[src/rtl/mem_stage_pkg.sv]
// rtl/mem_stage_pkg.sv - EX/MEM field layout, FSM encoding and op decode for the memory stage
package mem_stage_pkg;

    localparam int EXM_W      = 76;
    localparam int DATA_LSB   = 0;
    localparam int DATA_MSB   = 31;
    localparam int WBA_LSB    = 32;
    localparam int WBA_MSB    = 34;
    localparam int MR_BIT     = 35;
    localparam int MW_BIT     = 36;
    localparam int WB_BIT     = 37;
    localparam int ADDR_LSB   = 38;
    localparam int ADDR_MSB   = 69;
    localparam int JWSP_BIT   = 70;
    localparam int SPC_BIT    = 71;
    localparam int SFL_BIT    = 72;
    localparam int FL_LSB     = 73;
    localparam int FL_MSB     = 75;

    localparam int MEM_WORD_W = 16;
    localparam int MEM_ADDR_W = 32;
    localparam int WB_ADDR_W  = 3;
    localparam int FLAGS_W    = 3;

    typedef enum logic [1:0] {
        ST_IDLE = 2'd0,
        ST_ACC0 = 2'd1,
        ST_ACC1 = 2'd2,
        ST_DONE = 2'd3
    } state_e;

    typedef enum logic [2:0] {
        OP_NONE    = 3'd0,
        OP_PUSH_PC = 3'd1,
        OP_POP_PC  = 3'd2,
        OP_PUSH_FL = 3'd3,
        OP_POP_FL  = 3'd4,
        OP_STORE   = 3'd5,
        OP_LOAD    = 3'd6
    } op_e;

    // Fields of the buffered instruction still needed after the op has been decoded
    typedef struct packed {
        logic [31:0]           data;
        logic [WB_ADDR_W-1:0]  wb_addr;
        logic                  wb;
        logic [MEM_ADDR_W-1:0] addr;
        logic [FLAGS_W-1:0]    flags;
    } exm_fields_t;

    // Highest-priority memory operation encoded in an EX/MEM word
    function automatic op_e decode_op(input logic [EXM_W-1:0] x);
        logic pc_push;
        logic call_push;
        // a call push (JWSP set) takes exactly the same path as a plain PC push
        pc_push   = x[SPC_BIT] & x[MW_BIT];
        call_push = x[JWSP_BIT] & pc_push;
        if (pc_push || call_push)             return OP_PUSH_PC;
        else if (x[SPC_BIT] && x[MR_BIT])     return OP_POP_PC;
        else if (x[SFL_BIT] && x[MW_BIT])     return OP_PUSH_FL;
        else if (x[SFL_BIT] && x[MR_BIT])     return OP_POP_FL;
        else if (x[MW_BIT])                   return OP_STORE;
        else if (x[MR_BIT])                   return OP_LOAD;
        else                                  return OP_NONE;
    endfunction

endpackage

[src/rtl/mem_stage_ctrl_watchdog.sv]
// rtl/mem_stage_ctrl_watchdog.sv - counts unacknowledged request cycles and flags an abort
module mem_ack_watchdog #(
    parameter int MAX_WAIT = 15
) (
    input  logic clk,
    input  logic rst,
    input  logic active_i,
    input  logic ack_i,
    output logic expire_o
);

    localparam int CNT_W = $clog2(MAX_WAIT + 1);

    logic [CNT_W-1:0] cnt_q, cnt_d;

    // The count restarts on every ack and whenever no request is outstanding; the
    // MAX_WAIT-th unacked cycle expires, but an ack in that same cycle takes precedence.
    always_comb begin
        cnt_d    = '0;
        expire_o = 1'b0;
        if (active_i && !ack_i) begin
            if (cnt_q == CNT_W'(MAX_WAIT - 1)) begin
                expire_o = 1'b1;
            end else begin
                cnt_d = cnt_q + 1'b1;
            end
        end
    end

    // Counter register
    always_ff @(posedge clk) begin
        if (rst) begin
            cnt_q <= '0;
        end else begin
            cnt_q <= cnt_d;
        end
    end

endmodule

[src/rtl/mem_stage_ctrl.sv]
// rtl/mem_stage_ctrl.sv - memory stage: EX/MEM decode, data-memory handshake, MEM/WB outputs
module mem_stage_ctrl
    import mem_stage_pkg::*;
#(
    parameter int MAX_WAIT = 15,
    parameter int WORD_W   = 16,
    parameter int ADDR_W   = 32
) (
    input  logic                 clk,
    input  logic                 rst,
    input  logic [EXM_W-1:0]     ex_mem_in,
    input  logic                 in_valid,
    output logic                 stall,
    output logic                 mem_req,
    output logic                 mem_we,
    output logic [ADDR_W-1:0]    mem_addr,
    output logic [WORD_W-1:0]    mem_wdata,
    input  logic [WORD_W-1:0]    mem_rdata,
    input  logic                 mem_ack,
    output logic                 wb_valid,
    output logic                 wb_en,
    output logic [WB_ADDR_W-1:0] wb_addr,
    output logic [WORD_W-1:0]    wb_data,
    output logic [ADDR_W-1:0]    pc_restore,
    output logic                 pc_restore_valid,
    output logic [FLAGS_W-1:0]   flags_restore,
    output logic                 flags_restore_valid,
    output logic                 mem_err
);

    state_e      state_q, state_d;
    op_e         op_q, in_op;
    exm_fields_t cap_q;
    logic        conflict_q;
    logic [WORD_W-1:0] rd0_q, rd1_q;
    logic        in_acc, ack_ok, expire, two_word;

    assign in_op    = decode_op(ex_mem_in);
    assign in_acc   = (state_q == ST_ACC0) || (state_q == ST_ACC1);
    // an ack with no request outstanding (e.g. one left over from before a reset) is ignored
    assign ack_ok   = mem_ack && mem_req;
    assign two_word = (op_q == OP_PUSH_PC) || (op_q == OP_POP_PC);

    mem_ack_watchdog #(.MAX_WAIT(MAX_WAIT)) u_watchdog (
        .clk      (clk),
        .rst      (rst),
        .active_i (in_acc),
        .ack_i    (ack_ok),
        .expire_o (expire)
    );

    // FSM state register
    always_ff @(posedge clk) begin
        if (rst) begin
            state_q <= ST_IDLE;
        end else begin
            state_q <= state_d;
        end
    end

    // FSM next-state: pass-through instructions skip straight to DONE
    always_comb begin
        state_d = state_q;
        case (state_q)
            ST_IDLE: if (in_valid) state_d = (in_op == OP_NONE) ? ST_DONE : ST_ACC0;
            ST_ACC0: begin
                if (ack_ok)      state_d = two_word ? ST_ACC1 : ST_DONE;
                else if (expire) state_d = ST_IDLE;
            end
            ST_ACC1: begin
                if (ack_ok)      state_d = ST_DONE;
                else if (expire) state_d = ST_IDLE;
            end
            default:             state_d = ST_IDLE;
        endcase
    end

    // FSM outputs: request fields derive only from state and captured data, so they hold while mem_req=1.
    // The DONE cycle of a pass-through instruction is not stalled so ALU traffic flows without bubbles.
    always_comb begin
        mem_req   = 1'b0;
        mem_we    = 1'b0;
        mem_addr  = '0;
        mem_wdata = '0;
        stall     = 1'b0;
        case (state_q)
            ST_ACC0: begin
                mem_req  = 1'b1;
                stall    = 1'b1;
                mem_addr = cap_q.addr;
                case (op_q)
                    OP_PUSH_PC: begin mem_we = 1'b1; mem_wdata = cap_q.data[31:16]; end
                    OP_PUSH_FL: begin mem_we = 1'b1; mem_wdata = {{(WORD_W-FLAGS_W){1'b0}}, cap_q.flags}; end
                    OP_STORE:   begin mem_we = 1'b1; mem_wdata = cap_q.data[15:0]; end
                    default:    ;
                endcase
            end
            ST_ACC1: begin
                mem_req = 1'b1;
                stall   = 1'b1;
                if (op_q == OP_PUSH_PC) begin
                    mem_we    = 1'b1;
                    mem_wdata = cap_q.data[15:0];
                    mem_addr  = cap_q.addr - 32'd1;
                end else begin
                    mem_addr  = cap_q.addr + 32'd1;
                end
            end
            ST_DONE: stall = (op_q != OP_NONE);
            default: ;
        endcase
    end

    // Capture register and read-data holding registers
    always_ff @(posedge clk) begin
        if (rst) begin
            cap_q      <= '0;
            op_q       <= OP_NONE;
            conflict_q <= 1'b0;
            rd0_q      <= '0;
            rd1_q      <= '0;
        end else begin
            if (state_q == ST_IDLE && in_valid) begin
                cap_q.data    <= ex_mem_in[DATA_MSB:DATA_LSB];
                cap_q.wb_addr <= ex_mem_in[WBA_MSB:WBA_LSB];
                cap_q.wb      <= ex_mem_in[WB_BIT];
                cap_q.addr    <= ex_mem_in[ADDR_MSB:ADDR_LSB];
                cap_q.flags   <= ex_mem_in[FL_MSB:FL_LSB];
                op_q          <= in_op;
                conflict_q    <= ex_mem_in[MR_BIT] & ex_mem_in[MW_BIT];
            end
            if (state_q == ST_ACC0 && ack_ok) rd0_q <= mem_rdata;
            if (state_q == ST_ACC1 && ack_ok) rd1_q <= mem_rdata;
        end
    end

    // MEM/WB and restore outputs: one-cycle valid pulses on leaving DONE or on a watchdog abort
    always_ff @(posedge clk) begin
        if (rst) begin
            wb_valid            <= 1'b0;
            wb_en               <= 1'b0;
            wb_addr             <= '0;
            wb_data             <= '0;
            pc_restore          <= '0;
            pc_restore_valid    <= 1'b0;
            flags_restore       <= '0;
            flags_restore_valid <= 1'b0;
            mem_err             <= 1'b0;
        end else begin
            wb_valid            <= 1'b0;
            wb_en               <= 1'b0;
            pc_restore_valid    <= 1'b0;
            flags_restore_valid <= 1'b0;
            mem_err             <= 1'b0;
            if (state_q == ST_DONE) begin
                wb_valid <= 1'b1;
                wb_en    <= cap_q.wb;
                wb_addr  <= cap_q.wb_addr;
                wb_data  <= (op_q == OP_LOAD) ? rd0_q : cap_q.data[15:0];
                mem_err  <= conflict_q;
                if (op_q == OP_POP_PC) begin
                    pc_restore       <= {rd1_q, rd0_q};
                    pc_restore_valid <= 1'b1;
                end
                if (op_q == OP_POP_FL) begin
                    flags_restore       <= rd0_q[FLAGS_W-1:0];
                    flags_restore_valid <= 1'b1;
                end
            end else if (expire) begin
                wb_valid <= 1'b1;
                mem_err  <= 1'b1;
            end
        end
    end

endmodule

[config.mk]
export PLATFORM = sky130hd
export DESIGN_NAME = mem_stage_ctrl
export DESIGN_NICKNAME = d
export VERILOG_FILES = /design/src/rtl/mem_stage_pkg.sv /design/src/rtl/mem_stage_ctrl_watchdog.sv /design/src/rtl/mem_stage_ctrl.sv
export SDC_FILE = /design/constraint.sdc
export NUM_CORES = 1
export LEC_CHECK = 0
export CORE_MARGIN = 1
export CORE_UTILIZATION = 60
export CTS_BUF_LIST = sky130_fd_sc_hd__clkbuf_4 sky130_fd_sc_hd__clkbuf_8
export DETAILED_ROUTE_END_ITERATION = 10
export DONT_BUFFER_PORTS = 1
export PLACE_DENSITY = 0.85
export RECOVER_POWER = 100
export SLEW_MARGIN = 20
export SYNTH_ARGS = -nofsm -noshare
export SYNTH_HDL_FRONTEND = slang
export SYNTH_SLANG_ARGS = --single-unit
export TNS_END_PERCENT = 50
[constraint.sdc]
create_clock -name clk -period 10.2 [get_ports clk]
set_clock_uncertainty 0.05 [all_clocks]
set_input_delay 2.04 -clock clk [delete_from_list [all_inputs] [get_ports clk]]
set_output_delay 2.04 -clock clk [all_outputs]
set_load 0.02 [all_outputs]
==> impl_metrics.py <==
metrics = {
    "status": {
        "status": "finished, violations left",
        "violations": "capacitance limit, slew limit",
    },
    "cts": {
        "max-clock-path-buffers": 2,
        "cts_hold_buffers": 0,
        "cts_root_buf": "clkbuf_8",
        "tritoncts": "built",
        "cts_resized": 0,
        "clkTransAtPathRegs_ns": 0.10,
        "clk_latency_ns": 0.47,
        "cts_buffers": 17,
        "cts_setup_buffers": 0,
        "cts_sinks": 172,
        "cts_max_level": 4,
    },
    "yosys": {
        "synth_nets": 1285,
        "synthFlopType": "dfxtp_1",
        "async_flop_share_pct": 0,
        "synth_most_common_cell": "nand2_1",
        "yosys-top-cells-count": "nand2_1 (320), dfxtp_1 (172), a21oi_1 (170), clkbuf_1 (80), nor2_1 (72)",
        "yosysWarnings": 0,
        "ys_seq_elements": 172,
        "synth_area_leaders": "dfxtp_1 (40%), nand2_1 (14%), a21oi_1 (9.8%), mux2i_1 (4.2%), clkbuf_1 (3.5%)",
        "syn_area_um2": 8663,
        "synth_cell_types": 65,
        "avgSynthCellArea_um2": 7.336,
        "synth.largest_area_cell": "dfxtp_1",
        "synth_edf_count": 0,
        "yosysTopAreaCellShare_pct": 39.75,
        "ys_seq_area_share_pct": 39.75,
        "syn_inst": 1181,
    },
    "place": {
        "globalplace.congestion": 0.9324,
        "io_buffers": 0,
        "place_hpwl_mm": 17.38,
        "dp_cells": 1264,
    },
    "final_layout": {
        "fillCellCount": 1264,
        "layoutNonFillerInstCount": 1296,
        "final_nets": 1207,
        "diodes": 0,
        "multi_input_area_um2": 4717,
        "drive_above_1_share_pct": 4.570,
        "regArea_um2": 3443,
        "area_growth_pct": 3.163,
    },
    "setup_path": {
        "endpoint_kind": "output pin",
        "cp_data_required_time_ns": 8.11,
        "crit_path_start_kind": "register",
        "criticalPathCategory": "reg -> out",
        "cp_max_fo": 32,
        "reg2reg_depth": 6,
        "cp.arrival_ns": 4.74,
    },
    "power": {
        "p_per_area_nw_per_um2": 167.1,
        "vdd_drop_max_mv": 0.1206,
        "power_leakage_nw": 3.022,
    },
    "hold_path": {
        "hp-class": "reg -> reg",
        "hold_depth": 2,
    },
    "global_routing": {
        "grt_pass1_vias": 7302,
        "gr-total-overflow": 0,
        "grt_max_degree": 170,
        "antenna_found_initial": 0,
        "grt_usage_pct": 33.16,
        "grt_pass1_wl_mm": 38.23,
    },
    "detailed_routing": {
        "vias": 8087,
        "drt_iter0_drc": 958,
        "wl_per_cell_um": 19.27,
        "drcViolationCount": 0,
        "dr.pass1.iters": 6,
        "viasPerCell": 6.240,
        "routed_wl_mm": 24.98,
        "final_antenna_net_count": 0,
    },
    "die": {
        "start_util_pct": 61.93,
        "row_count": 43,
        "fp.dieW_um": 122.2,
        "core-area_um2": 13990,
        "dieHeight_um": 122.2,
        "io_pins": 206,
        "die-area_um2": 14920,
    },
    "sta": {
        "final_hold_viol_count": 0,
        "fmax_mhz": 146.5,
        "tightest_slew_ns": 2.149,
        "slew_headroom_pct": -43.26,
        "grt_setup_unrepaired": "false",
        "slew_violations": 205,
        "period_share_pct": 66.94,
        "setup_viol": 0,
        "fin_setup_tns_ns": 0,
        "min_period_ns": 6.828,
    },
    "run": {
        "max_cap_viol_count": 5,
    },
}
==> flip-flops by register name, indices dropped and copies added (netlist names) <==
signal / count
flags_restore_valid: 1
cap_q: 71
mem_err: 1
op_q: 3
conflict_q: 1
state_q: 2
u_watchdog.cnt_q: 4
pc_restore_valid: 1
flags_restore: 3
pc_restore: 32
wb_en: 1
wb_data: 16
rd1_q: 16
wb_addr: 3
wb_valid: 1
rd0_q: 16
==> cell families (layout without fill, tap and decap cells) <==
group | count (synthesis) | in the layout | share of synthesized area [%]
adders and majority gates | 8 | 8 | 1.155
AOI/OAI and AO/OA | 278 | 278 | 18.82
muxes | 39 | 39 | 4.549
xor gates and xnor gates | 11 | 11 | 1.112
DFF | 172 | 172 | 39.75
and+or+nand+nor | 550 | 550 | 28.81
buffers and inverters | 123 | 58 | 5.806
==> critical path: stages, from the launching register on <==
cell and delay (ns):
dfxtp_1 0.61, or3b_1 0.17, clkbuf_1 1.03, xnor2_1 0.21, ha_1 0.38, nor3_1 0.08
o211ai_1 0.41, nand2_1 0.22, a21oi_1 0.22, a21oi_1 0.09, a311oi_1 0.84
==> final cells by class <==
class	count	area share, %
clock buffers	18	2.772
clock inverters	14	2.268
inverters	18	0.7560
multi-input cells	886	52.78
flip-flops and latches	172	38.53
well taps	180	2.520
repair buffers	8	0.3780
==> where the power goes <==
group,internal (mW),switching [mW]
Combinational,0.0737,0.136
Sequential,0.702,0.0520
Clock,0.258,0.272
==> cell usage in the layout, fill, tap and decap left out, drive strengths merged, types with 4 or more instances in the layout <==
master    n
or2       4
inv      23
nand3    18
nor3b     6
xnor2     9
a31oi     9
a211oi   18
and2      4
nor2     72
ha        8
nand3b    4
a21o      6
nand2   320
mux2i    36
nand4    20
nor2b    20
or4       8
nor4     23
a21oi   170
o21ai    25
nor3     21
dfxtp   172
or3      12
a22oi    17
and3      7
clkbuf   25
==> through the flow <==
step / worst slack, ns / total power, mW / instance area, um2 / util (%) / hold slack, ns
detailed placement: 4.618 / 0.9746 / 8523 / 60.93 / 0.3871
finish: 3.372 / 1.493 / 8937 / 63.89 / 0.4062
global placement: 4.642 / 0.9696 / 8523 / 60.93 / 0.3796
global route: 2.957 / 1.550 / 8937 / 63.89 / 0.4253
floorplan: 4.948 / 0.9340 / 8663 / - / 0.3693
CTS: 4.081 / 1.495 / 8974 / 64.15 / 0.4030
==> worst paths after layout <==
path	from	end	slack, ns
worst max-delay path	op_q[1]	mem_addr[12]	3.37
worst min-delay path	cap_q[35]	wb_en	0.41
worst max register to register	state_q[0]	cap_q[34]	5.99
worst min register to register	cap_q[35]	wb_en	0.41
==> routing by layer <==
metal	part of all wire, %	routed length, um	vias up	GRT usage [%]
met3	12	3083	51	11.14
met4	2.6	651	0	10.82
met1	40	9909	3711	42.72
li1	-	-	3905	-
met5	0	0	-	0
met2	45	11330	420	51.94
Note: power is estimated with default switching activity, not from simulation.
